===== src/rtl/mips_mem_pkg.sv =====
// Shared types and constants for the memory-stage SRAM access path.
package mips_mem_pkg;

    typedef enum logic [1:0] {
        IDLE = 2'd0,
        LOW  = 2'd1,
        HIGH = 2'd2,
        DONE = 2'd3
    } mem_state_e;

    localparam int SRAM_DW       = 16;
    localparam int DEF_ADDR_BASE = 1024;

endpackage


===== src/rtl/sram_wait_counter.sv =====
// Phase wait counter: counts cycles inside one SRAM transaction.
// Latency: tc is combinational from the count; clear has priority over enable.
// Backpressure: none, the FSM decides when to clear and enable.
module sram_wait_counter #(
    parameter int WAIT_CYCLES = 5
) (
    input  logic clk,
    input  logic rst,
    input  logic clr,
    input  logic en,
    output logic tc
);

    localparam int CW = $clog2(WAIT_CYCLES + 1);
    localparam logic [CW-1:0] LAST = CW'(WAIT_CYCLES - 1);

    logic [CW-1:0] cnt;

    always_ff @(posedge clk or posedge rst) begin
        if (rst) begin
            cnt <= '0;
        end else if (clr) begin
            cnt <= '0;
        end else if (en) begin
            cnt <= cnt + CW'(1);
        end
    end

    assign tc = (cnt == LAST);

endmodule


===== src/rtl/mem_access_ctrl.sv =====
// Memory-stage controller: each 32-bit load/store becomes two timed 16-bit SRAM transactions.
// Latency: 2*WAIT_CYCLES+2 cycles per access including the request and DONE cycles.
// Backpressure: ready drops combinationally on a request and stays low until DONE.
module mem_access_ctrl
    import mips_mem_pkg::*;
#(
    parameter int WAIT_CYCLES = 5,
    parameter int ADDR_BASE   = DEF_ADDR_BASE,
    parameter int SRAM_AW     = 18
) (
    input  logic               clk,
    input  logic               rst,
    input  logic               mem_r_en,
    input  logic               mem_w_en,
    input  logic [31:0]        addr,
    input  logic [31:0]        st_val,
    output logic [31:0]        rd_data,
    output logic               ready,
    output logic [SRAM_AW-1:0] sram_addr,
    output logic [SRAM_DW-1:0] sram_dq_o,
    input  logic [SRAM_DW-1:0] sram_dq_i,
    output logic               sram_dq_oe,
    output logic               sram_we_n,
    output logic               sram_ce_n
);

    localparam int WW = SRAM_AW - 1;

    mem_state_e state;
    logic          is_wr;
    logic [WW-1:0] word;
    logic [WW-1:0] word_d;
    logic [31:0]   st_q;
    logic          req;
    logic          active;
    logic          tc;

    assign req = mem_r_en | mem_w_en;

    // Addresses below ADDR_BASE wrap modulo the SRAM size; no range check.
    assign word_d = WW'((addr - 32'(ADDR_BASE)) >> 2);

    sram_wait_counter #(
        .WAIT_CYCLES(WAIT_CYCLES)
    ) u_wait (
        .clk (clk),
        .rst (rst),
        .clr ((state == IDLE) | tc),
        .en  (active),
        .tc  (tc)
    );

    always_ff @(posedge clk or posedge rst) begin
        if (rst) begin
            state   <= IDLE;
            is_wr   <= 1'b0;
            word    <= '0;
            st_q    <= '0;
            rd_data <= '0;
        end else begin
            case (state)
                IDLE: begin
                    if (req) begin
                        state <= LOW;
                        is_wr <= mem_w_en;
                        word  <= word_d;
                        st_q  <= st_val;
                    end
                end
                LOW: begin
                    if (tc) begin
                        state <= HIGH;
                        if (!is_wr) begin
                            rd_data[15:0] <= sram_dq_i;
                        end
                    end
                end
                HIGH: begin
                    if (tc) begin
                        state <= DONE;
                        if (!is_wr) begin
                            rd_data[31:16] <= sram_dq_i;
                        end
                    end
                end
                default: state <= IDLE;
            endcase
        end
    end

    assign active     = (state == LOW) | (state == HIGH);
    assign ready      = (state == DONE) | ((state == IDLE) & ~req);
    assign sram_addr  = {word, state == HIGH};
    assign sram_dq_o  = (state == HIGH) ? st_q[31:16] : st_q[15:0];
    assign sram_ce_n  = ~active;
    assign sram_we_n  = ~(active & is_wr);
    assign sram_dq_oe = active & is_wr;

endmodule

===== config.mk =====
export PLATFORM = sky130hd
export DESIGN_NAME = mem_access_ctrl
export DESIGN_NICKNAME = d
export VERILOG_FILES = /design/src/rtl/mips_mem_pkg.sv /design/src/rtl/sram_wait_counter.sv /design/src/rtl/mem_access_ctrl.sv
export SDC_FILE = /design/constraint.sdc
export NUM_CORES = 1
export LEC_CHECK = 0
export BUFFER_PORTS_ARGS = -buffer_cell sky130_fd_sc_hd__buf_2
export CORE_ASPECT_RATIO = 1.25
export CORE_MARGIN = 2
export CORE_UTILIZATION = 42
export CTS_BUF_LIST = sky130_fd_sc_hd__clkbuf_4 sky130_fd_sc_hd__clkbuf_8
export CTS_CLUSTER_SIZE = 10
export DETAILED_ROUTE_END_ITERATION = 10
export PLACE_DENSITY = 0.77
export SYNTH_ARGS = -nofsm -noshare
export SYNTH_HDL_FRONTEND = slang
export SYNTH_SLANG_ARGS = --single-unit

===== constraint.sdc =====
create_clock -name clk -period 6.66 [get_ports clk]
set_input_delay 1.332 -clock clk [delete_from_list [all_inputs] [get_ports clk]]
set_output_delay 1.332 -clock clk [all_outputs]
set_load 0.1 [all_outputs]

==> Word-level counts from Yosys, hierarchy flattened <==
Cells that the tools add are included.
{ "op_classes": {"addsub": 2, "n_reduce_logical": 6, "bitwise_logic": 10, "n_mux": 7, "n_eq_ne": 7} }
{ "ops": {"columns": ["cell", "n"], "rows": [
  ["$sub A19 B11 Y19 const B", 1],
  ["$mux W16", 1],
  ["$reduce_and A3 Y1", 3],
  ["$mux W2", 3],
  ["$mux W3", 2],
  ["$pmux W2 S3", 1],
  ["$eq A2 B2 Y1 const B", 2],
  ["$ne A2 B2 Y1 const B", 2],
  ["$not A1 Y1", 4],
  ["$or A1 B1 Y1", 4],
  ["$add A3 B1 Y3 const B", 1],
  ["$eq A3 B3 Y1 const B", 1],
  ["$and A1 B1 Y1", 2],
  ["$eq A2 B1 Y1 const B", 1],
  ["$logic_not A2 Y1", 1],
  ["$ne A2 B1 Y1 const B", 1],
  ["$reduce_and A2 Y1", 1],
  ["$reduce_bool A2 Y1", 1]
]} }
{ "totals": {"inputBits": 84, "word_cells": 39, "out_inout_bits": 70, "register_bits": 87} }

==> Logic depth before layout (Yosys ltp) <==
{ "depth": {"ltp_word": 4, "mapped_depth": 8, "ltp_nobuf": 5} }

==> Modules after synthesis <==
Synthesis repeated with hierarchy kept, for this count alone.
{ "hier_totals": {"hier_cells": 347, "hier_area_um2": 3713.6} }
{ "by_module_without_submodules": {"columns": ["module", "n_inst", "area_each_um2", "cells_per_inst", "seq_area_each_um2"], "rows": [
  ["mem_access_ctrl", 1, 3547.2, 331, 2102.0],
  ["sram_wait_counter", 1, 166.4, 16, 75.1]
]} }

==> Worst setup path after synthesis <==
OpenSTA, ideal clock, no wires.
{ "synth_path": {"kind": "register -> output", "startpoint": "register state[0]", "endpoint": "output port sram_dq_o[10]", "slack_ns": 2.773, "arrival_time_ns": 2.555, "path_stages_with_launch": 6, "n_path_buf": 2, "t_required_ns": 5.328, "cell_sequence": "dfrtp_1 inv_1 ha_1 buf_2 buf_1 mux2_2"} }
{ "synth_via": {"elab_chain_cells": 2} }
{ "synth_rtl": {"columns": ["item", "line", "rtl"], "rows": [
  ["start, declared", "mem_access_ctrl.sv:29", "mem_state_e state;"],
  ["start signal, assigned", "mem_access_ctrl.sv:55", "state <= IDLE;"],
  ["start signal, assigned", "mem_access_ctrl.sv:64", "state <= LOW;"],
  ["start signal, assigned", "mem_access_ctrl.sv:72", "state <= HIGH;"],
  ["$eq A2 B2 Y1", null, null],
  ["net sram_addr[0]", "mem_access_ctrl.sv:19", "output logic [SRAM_AW-1:0] sram_addr,"],
  ["$mux W16", "mem_access_ctrl.sv:94", "assign sram_dq_o = (state == HIGH) ? st_q[31:16] : st_q[15:0];"],
  ["end, declared", "mem_access_ctrl.sv:20", "output logic [SRAM_DW-1:0] sram_dq_o,"]
]} }
The timed path passes the listed nets, and every way through them passes these cells.

==> Worst setup path in the final report <==
{ "layout_path": {"startpoint": "register state[0]", "endpoint": "output port sram_dq_o[1]"} }
{ "layout_via": {"elab_chain_cells": 2} }
{ "layout_rtl": {"columns": ["item", "line"], "rows": [
  ["$eq A2 B2 Y1", "mem_access_ctrl.sv:94"],
  ["$mux W16", "mem_access_ctrl.sv:94"]
]} }
No other way between the ends.

==> key figures <==
CTS
  • H-Tree Depth: 3
  • Clk sinks: 87
  • Longest Clk Path Bufs: 2
  • Root Driver: clkbuf_8
  • Hold Buf Count CTS: 0
  • Clk slew on worst S/H paths: 0.09 ns
  • CTS tree: yes
  • Worst skew pair latency: between 0.3 and 0.4 ns
  • Post-cts repair resize count: 0
  • Total CTS buffers: 9
  • Setup Buffers After CTS: 0

Routing
  • Routed Antenna Nets: 0
  • Post-Route WL: 7890 µm
  • Vias/cell: 4.77
  • DRC: 0
  • Via count: 2886
  • TritonRoute pass-1 iters: 6
  • Wire length per cell: between 10 and 15 µm
  • Drt initial violations: 76

Logic synthesis
  • Post-synth top area cell: dfrtp_1
  • Synth top area share: 58.8%
  • Ys flop type: dfrtp_1
  • Top cells by area, synth: dfrtp_1 59%, mux2_2 15%, nand2_1 13%
  • Syn nets: ~440
  • Flops & latches, synth: 87
  • Post-synth EDFFs: 0
  • Commonest cells post-synth: 132 x nand2_1, 87 x dfrtp_1, 48 x mux2_2
  • Syn Std Cell Area: between 3000 and 4000 µm²
  • FFs w/ async S/R, synth: 100%
  • Unique cell type count in the Yosys netlist: 31
  • Synth warnings: 0
  • Post-synthesis sequential area ratio: 58.8%
  • Most frequent cell after synthesis: nand2_1
  • Avg Cell Area, Syn: 10.7 µm²
  • Mapped Cells: between 300 and 400

Global routing
  • Vias in the first global route: between 2k and 3k
  • First-pass GRT wire length: 12700 µm
  • Total congestion overflow: 0
  • Pin count of the biggest net entering global routing: just under 90
  • Initial antenna violation count: 0
  • Gr usage total: 17.2%

STA
  • Final-report setup violation count: 0
  • Final Max Slew Viols: 0
  • Slew at the pin closest to its max-slew limit: about 1.1 ns
  • Part of the cycle the worst path needs: 56.8%
  • Slew HR: 29.3%
  • Max Freq: 0.265 GHz
  • Final Hold Fails: 0
  • Setup TNS: 0 ns
  • Final worst slack: 2.88 ns
  • RSZ-0062 raised after global routing: false
  • Minimum clock period: roughly 3.8 ns
  • Worst Skew: 0.0116 ns

Hold path
  • Min-Delay Path Depth: 2
  • Min-delay worst type: reg2reg
  • Hold-critical path endpoint: word[4]
  • Hold path start: word[4]

Die
  • Io pins: 154
  • Core Area: 8610 µm²
  • Die Y: 109 µm
  • Initial Util: 43.1%
  • Die Width: 88.0 µm
  • Die ar.: 9590 µm²
  • Rows: 38

Final layout
  • Fill cell count: around 770
  • Layout cell share with drive strength beyond 1: 43.5%
  • Final Instance Count excl. Fillers: 605
  • N_diodes: 0
  • Area Overhead vs Synth: 28.4%
  • Fin nets: 571

Place
  • Hpwl dp: 5560 µm
  • Gpl congestion: 0.798
  • DP Cell Count: around 590
  • # port buffers: approximately 140
  • Pre-CTS WS: approximately 3.1 ns

Setup path
  • Crit. End Element: output port
  • Startpoint Class: flip-flop
  • R2R depth: 4
  • R2R Path End: rd_data[30]
  • Crit-path max FO: 20
  • Reg2Reg Launch Point: state[0]
  • R2r setup slk: approximately 4 ns
  • Crit path DAT: 2.45 ns
  • Worst EP required: 5.33 ns
  • Critical path type: reg2out

Run status
  • Status: complete, no violations

Run
  • Max Cap Viol: 0
[layout make-up]
class / count / area, µm² / share of cell area (%)
clock buffers: 9 / 124 / 2.60
clock inverters: 7 / 125 / 2.63
inverters: 9 / 35.0 / 0.736
multi-input cells: 233 / 1440 / 30.3
flip-flops and latches: 87 / 2180 / 45.8
well taps: 120 / 150 / 3.16
repair buffers: 140 / 706 / 14.8
[cell families after synthesis]
logic type	share of synthesized area [%]
and+or+nand+nor	16.9
AOI/OAI and AO/OA	3.71
muxes	15.1
buffers and inverters	2.67
xor gates and xnor gates	0.473
DFF	58.8
adders and majority gates	2.36
[metal layers]
layer	vias to the layer above	track usage, %	wire (µm)
met3	9	4.01	515
met1	1369	18.9	3260
li1	1404	-	-
met5	-	0	0
met2	104	31.0	3970
met4	0	7.91	147
[critical path, cell delays in order, from the launching register on]
cell	delay (ns)
dfrtp_1	0.42
inv_1	0.10
ha_1	0.82
mux2_2	0.32
buf_2	0.42
[sequential cells by signal, indices dropped and copies added (netlist names)]
name and cells:
st_q 32, word 17, state 2, rd_data 32
u_wait.cnt 3, is_wr 1
[how the worst max path moves through the flow]
| stage | from | cells after the start | end |
|---|---|---|---|
| after global routing | state[0] | 4 | sram_dq_o[14] |
| after CTS | state[0] | 4 | sram_dq_o[1] |
| final | state[0] | 4 | sram_dq_o[1] |
| after global placement | mem_w_en | 4 | ready |
| after detailed placement | mem_w_en | 4 | ready |
| after floorplan | state[0] | 5 | sram_dq_o[10] |
[through the flow]
stage                     area [µm²]  utilization [%]  hold slack [ns]
after floorplan                 3700                -            0.440
after global placement          4510             52.4            0.452
after detailed placement        4510             52.4            0.456
after CTS                       4760             55.3            0.477
after global routing            4760             55.3            0.504
final                           4760             55.3            0.472
[cells in the final DEF, fill, tap and decap left out, types with 3 or more instances in the layout]
| cell | count |
|---|---|
| a31oi_1 | 5 |
| buf_2 | 138 |
| bufinv_16 | 3 |
| clkbuf_8 | 9 |
| dfrtp_1 | 87 |
| ha_1 | 7 |
| inv_1 | 8 |
| inv_6 | 3 |
| mux2_2 | 48 |
| nand2_1 | 132 |
| nor2_1 | 6 |
| o21ai_0 | 4 |
| or4_1 | 3 |
Power is not shown: default switching activity piles up to over one toggle a cycle in this logic, so the estimate is an artifact.
